--- src/rtl/addmul_sgn_arbiter.sv ---
// addmul_sgn_arbiter: round-robin arbiter sharing one pipelined signed
// adder-multiplier P = (XS+XC)*Y between NumReq valid/ready requesters.
// Results leave in acceptance order on one valid/ready port, tagged with
// the index of the requester that issued them.
//
// Optional build macro ADDMUL_ARB_PERF_EN adds saturating 32-bit counters
// busy_cnt_o (accepted requests) and stall_cnt_o (output back-pressure cycles).
//
// Pipeline: the product is formed combinationally from the granted operands
// and then carried through Latency register stages; the last stage is the
// output register. The whole pipeline moves only when the output is empty or
// being consumed, so a stall freezes every stage at once and nothing is lost.
module addmul_sgn_arbiter #(
    parameter int BW      = 8,
    parameter int NumReq  = 4,
    parameter int Latency = 2
) (
    input  logic                   clk_i,
    input  logic                   rst_i,
    input  logic [NumReq-1:0]      req_valid_i,
    output logic [NumReq-1:0]      req_ready_o,
    input  logic [NumReq*BW-1:0]   req_xs_i,
    input  logic [NumReq*BW-1:0]   req_xc_i,
    input  logic [NumReq*BW-1:0]   req_y_i,
    output logic                   rsp_valid_o,
    input  logic                   rsp_ready_i,
    output logic [$clog2(NumReq)-1:0] rsp_id_o,
    output logic [2*BW-1:0]        rsp_p_o
`ifdef ADDMUL_ARB_PERF_EN
    ,
    output logic [31:0]            busy_cnt_o,
    output logic [31:0]            stall_cnt_o
`endif
);

    localparam int IdW = $clog2(NumReq);
    localparam int PW  = 2 * BW;

    logic              adv;
    logic              accept;
    logic [NumReq-1:0] grant;
    logic              grant_any;
    logic [IdW-1:0]    grant_idx;
    logic [IdW-1:0]    ptr;
    logic [IdW:0]      cand_wide;
    logic [IdW-1:0]    cand;

    logic [BW-1:0]     xs_sel;
    logic [BW-1:0]     xc_sel;
    logic [BW-1:0]     y_sel;
    logic [BW-1:0]     sum_sel;
    logic [PW-1:0]     sum_ext;
    logic [PW-1:0]     y_ext;
    logic [PW-1:0]     prod;

    logic [Latency-1:0] st_valid;
    logic [IdW-1:0]     st_id [Latency];
    logic [PW-1:0]      st_p  [Latency];

    assign rsp_valid_o = st_valid[Latency-1];
    assign rsp_id_o    = st_id[Latency-1];
    assign rsp_p_o     = st_p[Latency-1];

    assign adv = !rsp_valid_o || rsp_ready_i;

    // Reset also gates ready so nothing is accepted in a reset cycle.
    assign req_ready_o = (adv && !rst_i) ? grant : '0;
    assign accept      = grant_any && adv && !rst_i;

    // Round-robin search starting at ptr, wrapping past NumReq-1 back to 0.
    always_comb begin
        grant     = '0;
        grant_any = 1'b0;
        grant_idx = '0;
        cand_wide = '0;
        cand      = '0;
        for (int k = 0; k < NumReq; k++) begin
            cand_wide = {1'b0, ptr} + (IdW+1)'(k);
            if (cand_wide >= (IdW+1)'(NumReq)) begin
                cand_wide = cand_wide - (IdW+1)'(NumReq);
            end
            cand = cand_wide[IdW-1:0];
            if (!grant_any && req_valid_i[cand]) begin
                grant_any   = 1'b1;
                grant_idx   = cand;
                grant[cand] = 1'b1;
            end
        end
    end

    // Operand select for the granted requester and the signed datapath.
    // The sum wraps in BW bits before being sign-extended into the multiply.
    always_comb begin
        xs_sel  = req_xs_i[int'(grant_idx)*BW +: BW];
        xc_sel  = req_xc_i[int'(grant_idx)*BW +: BW];
        y_sel   = req_y_i[int'(grant_idx)*BW +: BW];
        sum_sel = xs_sel + xc_sel;
        sum_ext = {{BW{sum_sel[BW-1]}}, sum_sel};
        y_ext   = {{BW{y_sel[BW-1]}}, y_sel};
        prod    = sum_ext * y_ext;
    end

    // Round-robin pointer: moves just past the winner on every acceptance.
    always_ff @(posedge clk_i) begin
        if (rst_i) begin
            ptr <= '0;
        end else if (accept) begin
            if (grant_idx == IdW'(NumReq-1)) begin
                ptr <= '0;
            end else begin
                ptr <= grant_idx + 1'b1;
            end
        end
    end

    // Result pipeline: shifts as a whole when adv, otherwise every stage holds.
    always_ff @(posedge clk_i) begin
        if (rst_i) begin
            st_valid <= '0;
            for (int i = 0; i < Latency; i++) begin
                st_id[i] <= '0;
                st_p[i]  <= '0;
            end
        end else if (adv) begin
            st_valid[0] <= accept;
            st_id[0]    <= grant_idx;
            st_p[0]     <= prod;
            for (int i = 1; i < Latency; i++) begin
                st_valid[i] <= st_valid[i-1];
                st_id[i]    <= st_id[i-1];
                st_p[i]     <= st_p[i-1];
            end
        end
    end

`ifdef ADDMUL_ARB_PERF_EN
    // Saturating activity counters: accepted requests and output stall cycles.
    always_ff @(posedge clk_i) begin
        if (rst_i) begin
            busy_cnt_o  <= '0;
            stall_cnt_o <= '0;
        end else begin
            if (accept && (busy_cnt_o != 32'hFFFF_FFFF)) begin
                busy_cnt_o <= busy_cnt_o + 32'd1;
            end
            if (rsp_valid_o && !rsp_ready_i && (stall_cnt_o != 32'hFFFF_FFFF)) begin
                stall_cnt_o <= stall_cnt_o + 32'd1;
            end
        end
    end
`endif

endmodule

--- config.mk ---
export PLATFORM = sky130hd
export DESIGN_NAME = addmul_sgn_arbiter
export DESIGN_NICKNAME = d
export VERILOG_FILES = /design/src/rtl/addmul_sgn_arbiter.sv
export SDC_FILE = /design/constraint.sdc
export NUM_CORES = 1
export LEC_CHECK = 0
export CAP_MARGIN = 20
export CORE_UTILIZATION = 27
export CTS_CLUSTER_DIAMETER = 50
export CTS_CLUSTER_SIZE = 28
export DETAILED_ROUTE_END_ITERATION = 10
export HOLD_SLACK_MARGIN = 0.12
export SKIP_CTS_REPAIR_TIMING = 1
export SLEW_MARGIN = 10
export SYNTH_ARGS = -nofsm -noshare
export SYNTH_HDL_FRONTEND = slang
export SYNTH_SLANG_ARGS = --single-unit
--- constraint.sdc ---
create_clock -name clk_i -period 19.6 [get_ports clk_i]
set_input_delay 4.9 -clock clk_i [delete_from_list [all_inputs] [get_ports clk_i]]
set_output_delay 4.9 -clock clk_i [all_outputs]
set_load 0.01 [all_outputs]
# ---- Word level (Yosys, flattened, before mapping)
# Memory sizes are Yosys's and may differ from the RTL's.
# Cells that the tools add are included.
dict set report totals {
  wordCells 96
  inputBits 103
  ramBits 36
  n_memories 2
  reg_bits 4
  output_inout_bits 23
}
# name words word_bits read_ports rd_ports_with_merged_regs write_ports line_no
set memory_table {}
lappend memory_table {st_p 2 16 2 0 2 58} ;# logic [PW-1:0] st_p [Latency];
lappend memory_table {st_id 2 2 2 0 2 57} ;# logic [IdW-1:0] st_id [Latency];
dict set report classes {
  reduce_logical 16
  magnitude_cmp 12
  n_shift 3
  mul 1
  n_eq_ne 1
  muxes 43
  add_sub_neg 9
  bitwise 7
}
# op n
set ops {}
lappend ops {{$shiftx 32x6->8} 3}
lappend ops {{$mux 16} 2}
lappend ops {{$mux 2} 11}
lappend ops {{$mux 4} 5}
lappend ops {{$mux 1} 17}
lappend ops {{$mul 8x8->16} 1}
lappend ops {{$lt 2x3->1 const B} 4}
lappend ops {{$or 4x4->4} 3}
lappend ops {{$logic_and 1x1->1} 10}
lappend ops {{$ge 3x3->1 const B} 3}
lappend ops {{$add 8x8->8} 1}
lappend ops {{$bmux 1 s2} 4}
lappend ops {{$demux 1 s2} 4}
lappend ops {{$ge 2x1->1 const B} 4}
lappend ops {{$sub 2x1->2 const B} 4}
lappend ops {{$add 2x2->3 const B} 2}
lappend ops {{$logic_not 1->1} 5}
lappend ops {{$or 1x1->1} 4}
lappend ops {{$add 2x1->3 const B} 1}
lappend ops {{$ge 2x3->1 const B} 1}
lappend ops {{$add 2x1->2 const B} 1}
lappend ops {{$eq 2x2->1 const B} 1}
lappend ops {{$logic_or 1x1->1} 1}

# ---- Logic depth before layout (Yosys ltp)
# Gate-level depths: netlist (run 1).
dict set report depth {
  depth_word 18
  depth_mapped 40
  mapped_depth_nobuf 36
}

# ---- Least setup slack after synthesis (run 1)
# Ideal clock, no wire load.
dict set report synth_timing {
  path_kind {input to register}
  from {input port req_valid_i[3]}
  to {memory st_p[0][15] (netlist name), data pin}
  slack_ns 6.487
  n_path_buf 5
  setup_ns 0.269
  stages 34
  arrival_ns 12.844
  path_cell_list {clkbuf_1 > mux4_2 > nor2b_1 > buf_6 > or3_4 > o31ai_4 > clkbuf_1 > clkbuf_1 > nand2_1 > a31oi_1 > ha_1 > a21o_1 > a21oi_1 > o211a_1 > or2_2 > a2111o_1 > nand4b_1 > buf_2 > nor2_1 > ha_1 > xnor2_1 > fa_1 > fa_1 > inv_1 > fa_1 > inv_1 > ha_1 > and2_1 > o21ai_0 > o211ai_1 > nand2_1 > nor3_1 > a2111oi_2 > nand4b_1}
}
# element line_no
set synth_rtl {}
lappend synth_rtl {{start: declaration} 20} ;# input logic [NumReq-1:0] req_valid_i,
lappend synth_rtl {{end: declaration} 58}

==> results of run 1 <==
-- path summary, 6_finish.rpt --
check | cells past startpoint | endpoint | slack (ns)
min reg2reg | 2 | st_valid[1] | 0.46
max reg2reg | 33 | st_p[0][15] | 9.15
max | 32 | st_p[0][15] | 5.58
min | 2 | st_valid[1] | 0.46
-- placed cells by master (no fill, tap or decap), drive strengths merged, types with 2 or more instances in the layout --
master / n
o211a: 3
xnor2: 17
clkdlybuf4s50: 125
ha: 47
a22oi: 4
mux2i: 7
nand4b: 3
fa: 53
nor3b: 2
and2: 25
nand2b: 5
a21o: 6
nand3b: 2
o21bai: 2
o41ai: 2
or2: 7
nor3: 16
nand3: 12
o21ai: 18
nand2: 89
a31oi: 17
a21oi: 11
nor2b: 10
and3: 16
mux2: 6
a2111o: 2
dfxtp: 4
nor2: 80
inv: 85
mux4: 3
clkbuf: 5
nand4: 2
xor2: 7
a221oi: 5
o311ai: 2
buf: 3
or3: 2
edfxtp: 36
-- registers in the layout (all words and copies together), names as in the netlist --
register and flops:
ptr 2, st_id 4, st_valid 2, st_p 32
-- layout make-up --
cell class | count | area (um2) | area share, %
clock inverter | 3 | 46.3 | 0.643
sequential | 40 | 1160 | 16.1
tap | 270 | 338 | 4.69
multi-input combinational | 495 | 3940 | 54.7
clock buffer | 5 | 125 | 1.74
inverter | 84 | 320 | 4.45
timing repair buffer | 128 | 1270 | 17.7
-- worst reg2reg max path: cells and delay by family (launching register included) --
kind | cells | cell delay, ns
compound gates | 9 | 1.77
simple gates | 11 | 2.59
xor+xnor | 1 | 0.57
buf+inv | 4 | 0.78
flops | 1 | 0.89
fa+ha+maj | 7 | 3.14
mux | 1 | 0.45
-- cell families (layout without fill, tap and decap cells) --
| kind of cell | after synthesis | after routing | synth area share (%) |
|---|---|---|---|
| simple gates | 275 | 275 | 22.8 |
| buf+inv | 131 | 220 | 10.4 |
| fa+ha+maj | 100 | 100 | 29.0 |
| compound gates | 80 | 80 | 9.94 |
| flops | 40 | 40 | 20.4 |
| xor+xnor | 24 | 24 | 3.70 |
| mux | 16 | 16 | 3.61 |
-- layer usage --
layer / global-route usage [%] / share of wire, %
met1: 17.2 / 47
met2: 22.7 / 46
met3: 1.77 / 4.8
met4: 4.33 / 2.7
met5: 0 / 0
-- per-stage QoR --
step	worst slack (ns)	hold slack (ns)	util, %
global placement	5.64	0.458	34.4
CTS	5.59	0.470	35.3
floorplan	6.49	0.440	-
detailed placement	5.34	0.457	34.4
global route	4.84	0.497	35.3
finish	5.58	0.465	35.3
==> reports/qor.yml, run 1 <==
outcome:
  status: "complete, no violations"
critical_path:
  critPathBufInv: 4
  critical_path.reg2reg.startpoint: "ptr[0]"
  path_max_fanout: 46
  cp_data_arrival_time_ns: 14.05
  crit_path_max_incr_delay_ns: 0.64
  cp_data_required_time_ns: 19.63
  end_kind: "flop"
  worst_path_dominant_cell_family: "simple AND/OR/NAND/NOR gates"
  startpoint_type: "input port"
  path_class: "in2reg"
  critical_path_cell_with_the_highest_stage_delay: "sky130_fd_sc_hd__mux4_2"
  startpoint: "req_valid_i[2]"
finish:
  finish.net_count: 957
  num-fill-cells: 2141
  final_cells: 1025
  fin_area_mm2: 0.00720
  final_layout_size_suffix_gt1_share_pct: 4.77
  areaGrowthSynthToFinish_pct: 26.8
  n_antenna_cell: 0
floorplanning:
  floorplan.die.height_um: 147
  core_area_mm2: 0.0204
  die_outline_area_mm2: 0.0216
  placement_rows: 52
  effective_utilization_at_floorplan_pct: 27.8
  dieWidth_um: 147
  floorplan.io_pins: 126
timing:
  fin_crit_sh_pct: 71.5
  finalHoldViolCount: 0
  timing.fmax_mhz: 71.3
  worst_slew_pin_slew_ns: 0.936
  clock_skew_ns: 0.00483
  finalSetupViolCount: 0
  timing.final.max_slew_violations: 0
  timing.final.crit_period_ns: 14.02
  timing.setup.tns_ns: 0
  rsz0062_at_grt: "false"
  slew-limit-headroom_pct: 37.5
place:
  dp_cells: 1017
  buffer_ports.inserted: 125
  placed_area_mm2: 0.00703
  place_hpwl_mm: 11.2
  place_congestion: 0.843
logic_synthesis:
  synth_flop_cell: "sky130_fd_sc_hd__edfxtp_1"
  total_of_flip_flops_plus_latches_after_synthesis: 40
  mappedNetlistArea_mm2: 0.00568
  synth_top_cells_by_count: "sky130_fd_sc_hd__nand2_1 (89), sky130_fd_sc_hd__inv_1 (83), sky130_fd_sc_hd__nor2_1 (80)"
  most_numerous_cell_in_the_yosys_netlist: "sky130_fd_sc_hd__nand2_1"
  synthesis.instances: 666
  ys_async_sr_fraction_pct: 0
  synth_edf_count: 36
  synth.area.top_cells: "sky130_fd_sc_hd__edfxtp_1 (19%), sky130_fd_sc_hd__fa_1 (19%), sky130_fd_sc_hd__ha_1 (10%), sky130_fd_sc_hd__nand2_1 (5.9%), sky130_fd_sc_hd__inv_1 (5.5%)"
  mappedNetlistNets: 869
  dominant_cell_type_by_area_after_synthesis: "sky130_fd_sc_hd__edfxtp_1"
  post-synth-top-area-fraction_pct: 19.0
  yosysSeqAreaShare_pct: 20.4
  ys_types: 57
  yosys_warnings: 0
  postSynthAreaPerCell_um2: 8.53
drt:
  drtAntennaViolNets: 0
  drt-vias-per-instance: 4.60
  routed_wirelength_mm: 13.8
  detailedRoute.firstPassIterationCount: 5
  routed_wire_length_per_instance_um: 13.4
  routed-via-count: 4718
  initialDrtViolationCount: 241
  remaining_drc_errors: 0
clocking:
  cts_tree: "done"
  cts_max_path_buffers: 2
  cts_num_sinks: 40
  clock-root-buffer: "sky130_fd_sc_hd__clkbuf_16"
  numCtsBuffers: 5
  worst_skew_pair.late_latency_ns: 0.28
  h-tree-depth: 2
  cts.clk_slew.worst_paths_ns: 0.06
grt:
  grt_overflow: 0
  track_usage_pct: 13.3
  grt_max_degree: 47
  grt_first_pass_wirelength_mm: 23.4
  number_of_global_route_vias_before_repair: 4843
  antenna_found_initial: 0
hold_path:
  hold_path_startpoint: "st_valid[0]"
  hp-class: "reg2reg"
job:
  max_cap_viol_count: 0
Power of run 1 is not shown: default switching activity piles up to over one toggle a cycle in this logic, so the estimate is an artifact.
==> run 2, diff against run 1 <==
Clock period 19.6 ns to 14.5 ns, I/O delays scaled along.
==> run 2 against run 1 <==
Against the previous run:
- setup slack worse by 3.8 ns
- die area unchanged
- routed wire length shrank 1.9%
- sequential share of layout area unchanged
- core utilization did not move
- first-iteration DRC count shrank 15%
- non-clock buffer count is the same
- clock skew shrank 0.0028 ns
==> reports/qor.yml, run 2 (synthesis gave the netlist of run 1 again) <==
finish:
  mostFrequentLayoutCell: "sky130_fd_sc_hd__clkdlybuf4s50_1"  # unchanged
  final_layout_size_suffix_gt1_share_pct: 4.77  # unchanged
  largest_register_ff_count: 32  # unchanged
  num-fill-cells: 2132  # was 2141
  largest_register: "st_p"  # unchanged
  layout_common_cells: "sky130_fd_sc_hd__clkdlybuf4s50_1 (125), sky130_fd_sc_hd__nand2_1 (89), sky130_fd_sc_hd__inv_1 (83)"  # unchanged
  n_antenna_cell: 0  # unchanged
  largest_registers: "st_p: 32 flops, st_id: 4 flops"  # unchanged
  finish.net_count: 957  # unchanged
  areaGrowthSynthToFinish_pct: 26.8  # unchanged
timing:
  rsz0062_at_grt: "false"  # unchanged
  timing.final.crit_period_ns: 12.70
  worst_slew_pin_slew_ns: 0.900  # was 0.936 ns
  slew-limit-headroom_pct: 39.2  # was 37.5%
  finalSetupViolCount: 0  # unchanged
  timing.setup.tns_ns: 0  # unchanged
  clock_skew_ns: 0.00207  # was 0.00483 ns
  timing.fmax_mhz: 78.7
  timing.final.max_slew_violations: 0  # unchanged
  fin_crit_sh_pct: 87.6
  finalHoldViolCount: 0  # unchanged
critical_path:
  rr_worst_depth: 33  # unchanged
  rrSetupSlack_ns: 4.09  # was 9.15 ns
  critical_path.reg2reg.startpoint: "ptr[0]"  # unchanged
  end_kind: "flop"  # unchanged
  critical_path_cell_with_the_highest_stage_delay: "sky130_fd_sc_hd__clkdlybuf4s50_1"  # was sky130_fd_sc_hd__mux4_2
  crit_path_max_incr_delay_ns: 0.68  # was 0.64 ns
  regToRegEndpoint: "st_p[0][15]"  # unchanged
  critical_path.endpoint: "st_p[0][15]"  # unchanged
  startpoint: "req_valid_i[2]"  # unchanged
  path_class: "in2reg"  # unchanged
  startpoint_type: "input port"  # unchanged
  cp_data_required_time_ns: 14.52  # was 19.63 ns
  path_max_fanout: 20  # was 46
  cp_data_arrival_time_ns: 12.72  # was 14.05 ns
drt:
  drtAntennaViolNets: 0  # unchanged
  routed_wirelength_mm: 13.5  # was 13.8 mm
  routed_wire_length_per_instance_um: 13.2  # was 13.4 um
  initialDrtViolationCount: 204  # was 241
  detailedRoute.firstPassIterationCount: 4  # was 5
  drt-vias-per-instance: 4.57  # was 4.60
  remaining_drc_errors: 0  # unchanged
  routed-via-count: 4687  # was 4718
clocking:
  worst_skew_pair.late_latency_ns: 0.28  # about the same
  cts_num_sinks: 40  # unchanged
  cts_tree: "done"  # unchanged
  clock-root-buffer: "sky130_fd_sc_hd__clkbuf_16"  # unchanged
  h-tree-depth: 2  # unchanged
  numCtsBuffers: 5  # unchanged
  cts_max_path_buffers: 2  # unchanged
  cts.clk_slew.worst_paths_ns: 0.06  # about the same
grt:
  grt_overflow: 0  # unchanged
  grt_max_degree: 47  # unchanged
  antenna_found_initial: 0  # unchanged
  number_of_global_route_vias_before_repair: 4761  # was 4843
  grt_first_pass_wirelength_mm: 23.3  # was 23.4 mm
  track_usage_pct: 13.2  # was 13.3%
floorplanning:
  floorplan.die.height_um: 147  # unchanged
  effective_utilization_at_floorplan_pct: 27.8  # unchanged
  floorplan.io_pins: 126  # unchanged
  die_outline_area_mm2: 0.0216  # unchanged
  dieWidth_um: 147  # unchanged
  core_area_mm2: 0.0204  # unchanged
  placement_rows: 52  # unchanged
hold_path:
  hp-class: "reg2reg"  # unchanged
job:
  max_cap_viol_count: 0  # unchanged
place:
  place_hpwl_mm: 11.1  # was 11.2 mm
  place_congestion: 0.838  # was 0.843
  buffer_ports.inserted: 125  # unchanged
outcome:
  status: "complete, no violations"  # unchanged
-- run 2: how the worst min path moves through the flow --
stage                      startpoint           to  slack [ns]  depth (start not counted)
after floorplan           st_valid[0]  st_valid[1]        0.44                          2
after global placement    st_valid[0]  st_valid[0]        0.46                          2
after detailed placement  st_valid[0]  st_valid[0]        0.47                          2
after CTS                 st_valid[0]  st_valid[0]        0.48                          2
after global routing      st_valid[0]  st_valid[0]        0.52                          2
final                     st_valid[0]  st_valid[1]        0.48                          2
-- run 2: through the flow --
stage / util [%] / std cells / cell area, um2 / setup slack [ns] / hold WS (ns)
final: 35.3 / 1025 / 7200 / 1.80 / 0.476
after global routing: 35.3 / 1025 / 7200 / 0.991 / 0.516
after CTS: 35.3 / 1025 / 7200 / 1.76 / 0.481
after detailed placement: 34.4 / 1017 / 7030 / 1.46 / 0.469
after global placement: 34.4 / 1017 / 7030 / 1.66 / 0.459
after floorplan: - / 666 / 5680 / 2.66 / 0.440
-- run 2: cell type report --
type                    instances  area (um2)  area share (%)
multi-input cells             495        3940            54.7
repair buffers                128        1270            17.7
flip-flops and latches         40        1160            16.1
well taps                     270         338            4.69
inverters                      84         320            4.45
clock buffers                   5         125            1.74
clock inverters                 3        46.3           0.643
-- run 2: critical path, delay by kind of cell --
| kind | cells | cell delay (ns) |
|---|---|---|
| xor gates and xnor gates | 1 | 0.54 |
| and+or+nand+nor | 9 | 2.04 |
| buffers and inverters | 6 | 1.64 |
| adders and majority gates | 6 | 2.63 |
| AOI/OAI and AO/OA | 10 | 2.22 |
-- run 2: routing by layer --
| layer | vias to the layer above | share of wire [%] | track usage (%) |
|---|---|---|---|
| li1 | 2360 | - | - |
| met1 | 2201 | 46 | 17.2 |
| met2 | 117 | 48 | 23.6 |
| met3 | 9 | 4.6 | 1.74 |
| met4 | 0 | 0.95 | 1.86 |
| met5 | - | 0 | 0 |
Power of run 2 is left out for the same reason.
